--- src/rtl/ro_puf_pkg.sv ---
// Shared definitions for the ring-oscillator PUF controller: FSM state encoding,
// number of oscillator pairs and default counter width.
package ro_puf_pkg;

  localparam int NUM_PAIRS = 8;
  localparam int IDX_W     = 3;
  localparam int CNT_W_DEF = 16;

  typedef enum logic [2:0] {
    ST_IDLE    = 3'd0,
    ST_SELECT  = 3'd1,
    ST_SETTLE  = 3'd2,
    ST_MEASURE = 3'd3,
    ST_COMPARE = 3'd4,
    ST_DONE    = 3'd5
  } state_e;

  function automatic int max_int(input int a, input int b);
    return (a > b) ? a : b;
  endfunction

endpackage

--- src/rtl/ro_edge_cnt.sv ---
// Two-flop synchronizer, rising-edge detector and saturating edge counter for one
// selected oscillator output.
module ro_edge_cnt #(
  parameter int CNT_W = 16
) (
  input  logic             clk,
  input  logic             rst,
  input  logic             osc_i,
  input  logic             clr_i,
  input  logic             en_i,
  output logic [CNT_W-1:0] cnt_o
);

  logic             sync1_q;
  logic             sync2_q;
  logic             prev_q;
  logic [CNT_W-1:0] cnt_q;
  logic [CNT_W-1:0] cnt_d;
  logic             rise;

  assign rise  = sync2_q & ~prev_q;
  assign cnt_o = cnt_q;

  // Saturate at all-ones so a fast oscillator can never wrap below a slow one.
  always_comb begin
    cnt_d = cnt_q;
    if (clr_i) begin
      cnt_d = '0;
    end else if (en_i && rise && (cnt_q != {CNT_W{1'b1}})) begin
      cnt_d = cnt_q + 1'b1;
    end
  end

  always_ff @(posedge clk or posedge rst) begin
    if (rst) begin
      sync1_q <= 1'b0;
      sync2_q <= 1'b0;
      prev_q  <= 1'b0;
      cnt_q   <= '0;
    end else begin
      sync1_q <= osc_i;
      sync2_q <= sync1_q;
      prev_q  <= sync2_q;
      cnt_q   <= cnt_d;
    end
  end

endmodule

--- src/rtl/ro_puf_ctrl.sv ---
// Ring-oscillator PUF controller: walks the challenge mask pair by pair, races the
// A and B oscillators of each enabled pair and records which one was faster.
// Optional macro RO_PUF_CTRL_RAW_CNT_EN adds raw_cnt_a/raw_cnt_b count outputs.
module ro_puf_ctrl
  import ro_puf_pkg::*;
#(
  parameter int SETTLE_CYCLES = 16,
  parameter int WIN_CYCLES    = 1024,
  parameter int CNT_W         = CNT_W_DEF
) (
  input  logic                 clk,
  input  logic                 rst,
  input  logic                 start,
  input  logic [NUM_PAIRS-1:0] challenge,
  output logic                 ro_en,
  input  logic [NUM_PAIRS-1:0] ro_a,
  input  logic [NUM_PAIRS-1:0] ro_b,
  output logic                 busy,
  output logic                 done,
  output logic [NUM_PAIRS-1:0] response
`ifdef RO_PUF_CTRL_RAW_CNT_EN
  ,
  output logic [CNT_W-1:0]     raw_cnt_a,
  output logic [CNT_W-1:0]     raw_cnt_b
`endif
);

  localparam int TMR_MAX = max_int(SETTLE_CYCLES, WIN_CYCLES);
  localparam int TMR_W   = $clog2(TMR_MAX + 1);

  state_e               state_q, state_d;
  logic [IDX_W-1:0]     idx_q, idx_d;
  logic [NUM_PAIRS-1:0] chal_q, chal_d;
  logic [NUM_PAIRS-1:0] resp_q, resp_d;
  logic [TMR_W-1:0]     tmr_q, tmr_d;
  logic [CNT_W-1:0]     cnt_a;
  logic [CNT_W-1:0]     cnt_b;
  logic                 last_idx;
  logic                 cnt_clr;
  logic                 cnt_en;

  assign last_idx = (idx_q == IDX_W'(NUM_PAIRS - 1));
  assign cnt_clr  = (state_q == ST_SETTLE);
  assign cnt_en   = (state_q == ST_MEASURE);

  assign ro_en    = (state_q == ST_SETTLE) || (state_q == ST_MEASURE);
  assign busy     = (state_q != ST_IDLE);
  assign done     = (state_q == ST_DONE);
  assign response = resp_q;

  // The pair mux sits ahead of the synchronizers; SETTLE absorbs the switch glitch.
  ro_edge_cnt #(.CNT_W(CNT_W)) u_cnt_a (
    .clk   (clk),
    .rst   (rst),
    .osc_i (ro_a[idx_q]),
    .clr_i (cnt_clr),
    .en_i  (cnt_en),
    .cnt_o (cnt_a)
  );

  ro_edge_cnt #(.CNT_W(CNT_W)) u_cnt_b (
    .clk   (clk),
    .rst   (rst),
    .osc_i (ro_b[idx_q]),
    .clr_i (cnt_clr),
    .en_i  (cnt_en),
    .cnt_o (cnt_b)
  );

  always_comb begin
    state_d = state_q;
    idx_d   = idx_q;
    chal_d  = chal_q;
    resp_d  = resp_q;
    tmr_d   = tmr_q;
    case (state_q)
      ST_IDLE: begin
        if (start) begin
          chal_d  = challenge;
          resp_d  = '0;
          idx_d   = '0;
          state_d = ST_SELECT;
        end
      end
      ST_SELECT: begin
        if (chal_q[idx_q]) begin
          tmr_d   = '0;
          state_d = ST_SETTLE;
        end else if (last_idx) begin
          state_d = ST_DONE;
        end else begin
          idx_d = idx_q + 1'b1;
        end
      end
      ST_SETTLE: begin
        if (tmr_q == TMR_W'(SETTLE_CYCLES - 1)) begin
          tmr_d   = '0;
          state_d = ST_MEASURE;
        end else begin
          tmr_d = tmr_q + 1'b1;
        end
      end
      ST_MEASURE: begin
        if (tmr_q == TMR_W'(WIN_CYCLES - 1)) begin
          tmr_d   = '0;
          state_d = ST_COMPARE;
        end else begin
          tmr_d = tmr_q + 1'b1;
        end
      end
      ST_COMPARE: begin
        // A tie resolves to 0 because only a strictly greater A count sets the bit.
        resp_d[idx_q] = (cnt_a > cnt_b);
        if (last_idx) begin
          state_d = ST_DONE;
        end else begin
          idx_d   = idx_q + 1'b1;
          state_d = ST_SELECT;
        end
      end
      ST_DONE: begin
        state_d = ST_IDLE;
      end
      default: begin
        state_d = ST_IDLE;
      end
    endcase
  end

  always_ff @(posedge clk or posedge rst) begin
    if (rst) begin
      state_q <= ST_IDLE;
      idx_q   <= '0;
      chal_q  <= '0;
      resp_q  <= '0;
      tmr_q   <= '0;
    end else begin
      state_q <= state_d;
      idx_q   <= idx_d;
      chal_q  <= chal_d;
      resp_q  <= resp_d;
      tmr_q   <= tmr_d;
    end
  end

`ifdef RO_PUF_CTRL_RAW_CNT_EN
  logic [CNT_W-1:0] raw_a_q;
  logic [CNT_W-1:0] raw_b_q;

  always_ff @(posedge clk or posedge rst) begin
    if (rst) begin
      raw_a_q <= '0;
      raw_b_q <= '0;
    end else if (state_q == ST_COMPARE) begin
      raw_a_q <= cnt_a;
      raw_b_q <= cnt_b;
    end
  end

  assign raw_cnt_a = raw_a_q;
  assign raw_cnt_b = raw_b_q;
`endif

endmodule

--- config.mk ---
export PLATFORM = sky130hd
export DESIGN_NAME = ro_puf_ctrl
export DESIGN_NICKNAME = d
export VERILOG_FILES = /design/src/rtl/ro_puf_pkg.sv /design/src/rtl/ro_edge_cnt.sv /design/src/rtl/ro_puf_ctrl.sv
export SDC_FILE = /design/constraint.sdc
export NUM_CORES = 1
export LEC_CHECK = 0
export CORE_ASPECT_RATIO = 0.9
export CORE_UTILIZATION = 53
export DETAILED_ROUTE_END_ITERATION = 8
export HOLD_SLACK_MARGIN = 0.03
export PLACE_DENSITY = 0.77
export SYNTH_ARGS = -nofsm -noshare
export SYNTH_HDL_FRONTEND = slang
export SYNTH_SLANG_ARGS = --single-unit
--- constraint.sdc ---
create_clock -name clk -period 2.3 [get_ports clk]
set_input_delay 0.46 -clock clk [delete_from_list [all_inputs] [get_ports clk]]
set_output_delay 0.46 -clock clk [all_outputs]
set_load 0.02 [all_outputs]
Yosys cells after proc, flatten, opt, wreduce, memory -nomap -nowiden
Cells that the tools add are included.
- $mul: 0
- multiplexer cells: 30
- divide/modulo/power cells: 0
- eq/ne operators: 16
- $lt $le $gt $ge: 3
- reduce and logical (&&, ||, !) cells: 18
- add/subtract/negate cells: 4
- bitwise operators: 4
- shift operators: 0
- operator list (cell ; number):
    16-bit two-way mux ; 4
    11-bit two-way mux ; 3
    11-bit one-hot mux with 3 select lines ; 1
    16-bit by 1-bit adder with 16-bit output (second input constant) ; 2
    16-bit != test (second input constant) ; 2
    3-bit two-way mux ; 9
    16-bit > comparator ; 1
    8-bit one-hot mux with 2 select lines ; 1
    3-bit one-hot mux with 5 select lines ; 1
    11-bit by 1-bit adder with 11-bit output (second input constant) ; 1
    11-bit by 10-bit equality test with 1-bit output (second input constant) ; 1
    11-bit by 4-bit equality test with 1-bit output (second input constant) ; 1
    1-bit binary-select mux with 3-bit select ; 3
    3-bit equality test (second input constant) ; 3
    3-bit one-hot mux with 3 select lines ; 1
    3-bit nonzero test ; 3
    8-bit bitwise mux ; 1
    8-bit two-way mux ; 1
    2-bit != test (second input constant) ; 4
    3-bit by 2-bit equality test with 1-bit output (second input constant) ; 2
    2-bit AND reduction ; 3
    2-bit nonzero test ; 3
    1-bit logical AND ; 5
    3-bit by 4-bit less-than comparator with 1-bit output (second input constant) ; 1
    13 further kinds ; 18
- memory bits (writable): 0
- memories: 0
- bits of input ports: 27
- bits in registers: 71
- bits in latches: 0
- output and inout bits: 11
- ROM bits: 0
- word-level logic and storage cells: 88

Depth between registers and ports, before layout
Gate-level depths: netlist (run 1).
- word-level depth: 6
- gate-level depth with buffers: 8
- depth with buffers taken out: 7

Hierarchy
Synthesis (run 1) repeated with hierarchy kept, for this count alone.
- cell total of the unflattened synthesis: 496
- area, all modules: 4480.5 µm²
- by module, submodules not included (module ; seq. area each (µm²) ; times used ; area an instance (µm²) ; cells an instance):
    ro_puf_ctrl ; 825.8 ; 1 ; 2376.0 ; 288
    ro_edge_cnt ; 475.5 ; 2 ; 1052.3 ; 104

Worst setup path after synthesis (run 1)
Ideal clock, no wire load.
- path type: register to register
- from: register u_cnt_b.cnt_q[9], in the netlist u_cnt_b.cnt_o[9]
- to: register resp_q[0], in the netlist response[0]
- setup slack: 313 ps
- required time: 2178 ps
- clock period less this slack: 1987 ps
- cell stages (with the launch flop): 9
- setup time: 122 ps
- arrival: 1866 ps
- buffers on the path: 1
- cells stage by stage: dfrtp_1 inv_1 ha_1 a21o_1 nand3_1 a21oi_1 or4_1 clkbuf_1 a32o_1
- longest elaborated chain between the ends: 3
- RTL lines (item ; line ; text):
    start, declared ; ro_edge_cnt.sv:17 ; logic [CNT_W-1:0] cnt_q;
    start signal, assigned ; ro_edge_cnt.sv:44 ; cnt_q <= cnt_d;
    16-bit > comparator ; ro_puf_ctrl.sv:113 ; resp_d[idx_q] = (cnt_a > cnt_b);
    8-bit bitwise mux ; ro_puf_ctrl.sv:113 ;
    8-bit one-hot mux with 2 select lines ; ro_puf_ctrl.sv:76 ; case (state_q)
    end signal, assigned ; ro_puf_ctrl.sv:141 ; resp_q <= resp_d;
    end, declared ; ro_puf_ctrl.sv:34 ; logic [NUM_PAIRS-1:0] resp_q, resp_d;
No other way between the ends.
A chain may end at the register's enable or synchronous reset.

Worst setup path in the final report (run 1)
- from: register u_cnt_b.cnt_q[9], in the netlist u_cnt_b.cnt_o[9]
- to: register resp_q[3], in the netlist response[3]
The elaborated chain is that of the path after synthesis.

==> results.toml, run 1 <==
[routing]
drc = 0
drtAntennaViolNets = 0
vias = 3551
drt-initial-drc-count = 159
first_pass_iters = 4
routed_wl_mm = 9.055
wl_per_cell_um = 14.89
vias_per_cell = 5.840

[timing]
fin_ws_ns = 0.1429
fmax_mhz = 463.6
setup_tns_ns = 0
fin_crit_ns = 2.157
drv_slew = 0
finalSetupViolations = 0
fin_crit_sh = 0.9379
slew_headroom = 0.6479
skew_ns = 0.01267
worstMarginPinSlew_ns = 0.5242
hold_violations = 0
rsz0062_at_grt = "no"

[worst_setup_path]
cp_top_family = "simple AND/OR/NAND/NOR gates"
start_kind = "register"
timing.rr.end = "response[3]"
critPathSlowestCell = "or4_1"
rr_startpoint = "u_cnt_b.cnt_o[9]"
end_kind = "register"
reg2reg_slack_ns = 0.14
cp.arrival_ns = 2.39
critPathMaxFanout = 8
max_stage_delay_ns = 0.70
path_class = "register to register"
cp_cell_sequence = "inv_1 -> ha_1 -> a21o_1 -> nand3_1 -> a21oi_1 -> or4_1 -> a32o_1"
reg2reg_depth = 7
crit_required_ns = 2.53
crit_buf_inv = 1

[placed_design]
dp_hpwl_mm = 6.622
preCtsSetupSlack_ns = 0.1618
dpl_cell_area_sq_um = 4903
portBuffers = 37
place.gp.congestion = 0.8914

[logic_synthesis]
syn_area_per_cell_sq_um = 9.478
synth-edff-count = 0
yosysSeqAreaShare = 0.4102
synthCells = 457
synthArstFlopShare = 1.000
ys_types = 66
yosys_warnings = 0
synth_ff_type = "dfrtp_1"
ys_ff_latch = 71
syn_nets = 505
mappedNetlistArea_sq_um = 4332

[power]
p_leak_uw = 0.002175
cellPowerDensity_nw_per_um2 = 897.1
ir_drop_uv = 993.6

[min_path]
min_delay_worst_endpoint = "u_cnt_b.sync2_q"
hold_class = "register to register"
worstHoldPathCells = 0
min_from = "u_cnt_b.sync1_q"

[global_routing]
grt_pass1_vias = 3523
grt_max_degree = 44
antenna_found_initial = 0
grt_pass1_wl_mm = 15.94
grt-ovfl-total = 0
track_usage = 0.2302

[floorplanning]
initial_utilization = 0.5602
ioPinCount = 38
row_count = 30
die_w_um = 97.30
coreArea_sq_um = 7732
dieArea_sq_um = 8539
die_y_um = 87.77

[clock_tree]
clockRootBuffer = "clkbuf_8"
htree_levels = 3
tritoncts = "built"
cts.clk_slew.worst_paths_ns = 0.08
cts_hold_buf = 0
numCtsBuffers = 9
clk_path_buf_depth = 2
clock_latency_ns = 0.35
clock-sinks = 71

[finish]
num_antenna_cells = 0
nNetsFinal = 555
layout_common_cells = "dfrtp_1, nor2_1, clkdlybuf4s50_1"
fillers = 624
area.growth.synth_to_final_pct = 17.36
fin_area_sq_um = 5084
final_common_cell = "dfrtp_1"
layout-drive-gt1-share = 0.1289

[run_status]
status = "finished clean"

[job]
maxCapViolCount = 0
[repair_timing]
item | CTS | global route
endpoints found under the hold margin | 0 | 0
gates resized for setup | 0 | 2
buffers inserted | 0 | 0
setup endpoints to repair | 0 | 6
[through the flow]
| step | utilization | std cells | power [uW] | hold slack, ns |
|---|---|---|---|---|
| floorplan | - | 457 | 3074 | 0.3312 |
| finish | 0.6574 | 608 | 4560 | 0.3551 |
| global route | 0.6574 | 608 | 4876 | 0.3703 |
| global placement | 0.6341 | 592 | 3612 | 0.3428 |
| CTS | 0.6570 | 608 | 4587 | 0.3589 |
| detailed placement | 0.6341 | 592 | 3670 | 0.3511 |
[synth_stat cells, drive strengths merged, types with 7 or more instances]
cell type,number,area [sq um]
dfrtp,71,1777
nor2,55,206.5
inv,30,112.6
nand2,29,108.9
xnor2,25,219.0
nand3,22,110.1
o21ai,22,117.6
ha,21,262.8
a21oi,19,95.09
nor4,14,123.9
nand4,13,102.6
nor3,12,65.06
clkbuf,11,41.29
mux2,10,112.6
and3,9,56.30
buf,9,61.30
a211oi,8,65.06
mux2i,8,80.08
nor2b,8,50.05
a32o,7,70.07
[routing by layer]
layer | track usage | share of wire | up-vias
met1 | 0.2906 | 0.46 | 1726
li1 | - | - | 1748
met4 | 0.06417 | 0.011 | 0
met2 | 0.3995 | 0.49 | 67
met5 | 0 | 0 | -
met3 | 0.05746 | 0.035 | 10
[cells by family (layout without fill, tap and decap cells)]
family                   after synthesis  count (layout)  share of synthesized area
XOR/XNOR                              25              25                    0.05055
buffers and inverters                 50             105                    0.04968
adder cells (fa/ha/maj)               21              21                    0.06066
flip-flops                            71              71                     0.4102
AND/OR/NAND/NOR                      188             188                     0.2397
AO/OA/AOI/OAI                         83              83                     0.1395
multiplexers                          19              19                    0.04968
[flip-flops by register name (all words and copies together) (netlist names), 3 cells and up]
| name | count |
|---|---|
| u_cnt_a.cnt_o | 16 |
| idx_q | 3 |
| response | 8 |
| tmr_q | 11 |
| state_q | 3 |
| chal_q | 8 |
| u_cnt_b.cnt_o | 16 |
[cell type report]
class / count / area, sq um / area share
clock buffer: 13 / 158.9 / 0.03126
sequential: 71 / 1777 / 0.3495
tap: 96 / 120.1 / 0.02363
timing repair buffer: 59 / 550.5 / 0.1083
multi-input combinational: 336 / 2347 / 0.4617
inverter: 30 / 112.6 / 0.02215
clock inverter: 3 / 17.52 / 0.003446
[report_power, final]
part | internal [uW] | leakage [uW] | switching [uW]
registers | 1510 | 0.000946 | 199
clock network | 448 | 0.0000894 | 453
logic | 857 | 0.00114 | 1090
total | 2810 | 0.00217 | 1750
[worst reg2reg max path, stage by stage, from the launching register on]
cell	delay [ns]
dfrtp_1	0.41
inv_1	0.06
ha_1	0.29
a21o_1	0.18
nand3_1	0.07
a21oi_1	0.05
or4_1	0.70
a32o_1	0.28
[how the worst max path moves through the flow]
stage | from | to | slack (ns) | cells past startpoint
after floorplan | rst | chal_q[0] | 0.04 | 1
after CTS | state_q[1] | done | 0.02 | 4
after detailed placement | u_cnt_b.cnt_o[9] | response[3] | 0.16 | 7
after global routing | u_cnt_b.cnt_o[5] | response[1] | 0.02 | 7
final | u_cnt_b.cnt_o[9] | response[3] | 0.14 | 7
after global placement | u_cnt_b.cnt_o[9] | response[3] | 0.20 | 7
Power figures use the tool's default switching activity.
==> run 2: changes to the inputs <==
--- a/config.mk
+++ b/config.mk
@@ -8,6 +8,7 @@
 export CORE_ASPECT_RATIO = 0.9
 export CORE_UTILIZATION = 53
 export DETAILED_ROUTE_END_ITERATION = 8
+export GPL_TIMING_DRIVEN = 0
 export HOLD_SLACK_MARGIN = 0.03
 export PLACE_DENSITY = 0.77
 export SYNTH_ARGS = -nofsm -noshare
==> run 2 against run 1 <==
First-iteration DRC count fell by 27%. Combinational power barely moved. Via count rose by 0.96%. Sequential power barely moved. Critical path depth fell by 1. Flip-flop and latch count did not move. Die area did not move. Core utilization fell by 0.84 points. Critical path type unchanged. Highest routed layer unchanged.
==> results.toml, run 2 (synthesis results as in run 1) <==
[power]
switchingPower_uw = 1782
p_comb_frac = 0.435
power_switching_share = 0.3962
internal_power_uw = 2716
p_leak_uw = 0.002118
p_clk_frac = 0.192
cellPowerDensity_nw_per_um2 = 896.2
ir_drop_uv = 777.3
seq_power_share = 0.373

[finish]
final_common_cell = "dfrtp_1"
layout_common_cells = "dfrtp_1, nor2_1, clkdlybuf4s50_1"
seq_area_sq_um = 1777
fillers = 658
fin_area_sq_um = 5019
final_util = 0.6490
nNetsFinal = 552
multi_input_area_sq_um = 2366
layout-drive-gt1-share = 0.1142
area.growth.synth_to_final_pct = 15.86
num_antenna_cells = 0

[timing]
worstMarginPinSlew_ns = 0.8693
fmax_mhz = 472.4
hold_violations = 0
skew_ns = 0.008067
fin_crit_ns = 2.117
slew_headroom = 0.4204
finalSetupViolations = 0
drv_slew = 0
fin_crit_sh = 0.9203

[clock_tree]
tritoncts = "built"
htree_levels = 3
cts_hold_buf = 0
clk_path_buf_depth = 2
numCtsBuffers = 9
clockRootBuffer = "clkbuf_8"
cts_setup_buffers = 0
clock_latency_ns = 0.35
clock-sinks = 71
cts.clk_slew.worst_paths_ns = 0.07

[global_routing]
track_usage = 0.2309
antenna_found_initial = 0
grt_pass1_wl_mm = 15.85
grt_pass1_vias = 3563
grt-ovfl-total = 0
grt_max_degree = 72

[routing]
drt-initial-drc-count = 116
routed_wl_mm = 9.255
first_pass_iters = 4
wl_per_cell_um = 15.32
drtAntennaViolNets = 0
vias_per_cell = 5.935
vias = 3585
drc = 0

[worst_setup_path]
path_class = "register to register"
crit_required_ns = 2.58
cp.arrival_ns = 2.40
end_kind = "register"
critPathMaxFanout = 8
rr_startpoint = "u_cnt_b.cnt_o[14]"
startpoint = "u_cnt_b.cnt_o[14]"
start_kind = "register"

[placed_design]
dpl_cell_area_sq_um = 4825
dp_hpwl_mm = 6.791
portBuffers = 37
place.gp.congestion = 0.8110

[floorplanning]
dieArea_sq_um = 8539
coreArea_sq_um = 7732
initial_utilization = 0.5602
die_w_um = 97.30
row_count = 30
die_y_um = 87.77
ioPinCount = 38

[run_status]
status = "finished clean"

[job]
maxCapViolCount = 0

[min_path]
min_from = "u_cnt_a.sync1_q"
hold_class = "register to register"
==> run 2: changes by cell type in the layout (fill, tap and decap cells not counted), sizes merged <==
cell,delta
buf,-12
clkbuf,+7
clkdlybuf4s50,-2
clkinv,+1
dlygate4sd2,+1
dlymetal6s2s,+1
==> run 2: per-layer routing <==
layer	track usage	vias to the layer above	part of all wire
li1	-	1743	-
met1	0.2843	1759	0.44
met2	0.4136	68	0.51
met3	0.04789	15	0.035
met4	0.07219	0	0.013
met5	0	-	0
==> run 2: cell type report <==
cell class,instances,area share
Multi-Input combinational cell,336,0.4715
Sequential cell,71,0.3540
Timing Repair Buffer,37,0.07455
Clock buffer,11,0.02817
Tap cell,96,0.02393
Inverter,30,0.02294
Buffer,19,0.02044
Clock inverter,4,0.004488
==> run 2: worst paths after layout <==
kind	end	slack [ns]	cells past startpoint
max	response[4]	0.18	6
min	u_cnt_a.sync2_q	0.35	0
max reg2reg	response[4]	0.18	6
min reg2reg	u_cnt_a.sync2_q	0.35	0
max in group asynchronous	u_cnt_a.cnt_o[9]	1.08	2
min in group asynchronous	tmr_q[1]	0.65	2
==> run 2: what timing repair did <==
action / 4_1_cts / 5_1_grt
setup endpoints to repair: 4 / 14
pin swaps: 0 / 1
resized for setup: 7 / 5
==> run 2: per-stage QoR <==
step	worst slack (ns)	power [uW]	setup TNS (ns)	hold WS, ns	cells
after floorplan	0.04343	3074	0	0.3312	457
after detailed placement	0.02077	3612	0	0.3358	590
after global routing	-0.07573	4802	-0.4789	0.3599	604
after CTS	0.000008549	4515	0	0.3538	605
final	0.1833	4498	0	0.3495	604
after global placement	-1.178	3551	-83.37	0.3320	590
==> run 2: critical path: stages (launching register included) <==
cell,delay (ns)
dfrtp_1,0.44
inv_1,0.08
ha_1,0.29
nand4_1,0.23
a2111oi_0,0.58
or4_4,0.28
a32o_1,0.14
==> run 2: power groups by stage <==
stage	Combinational (uW)	Sequential, uW	Clock, uW
finish	1960	1680	863
global route	2170	1710	919
CTS	1960	1680	881
detailed placement	1910	1700	0
global placement	1870	1680	0
floorplan	1390	1680	0
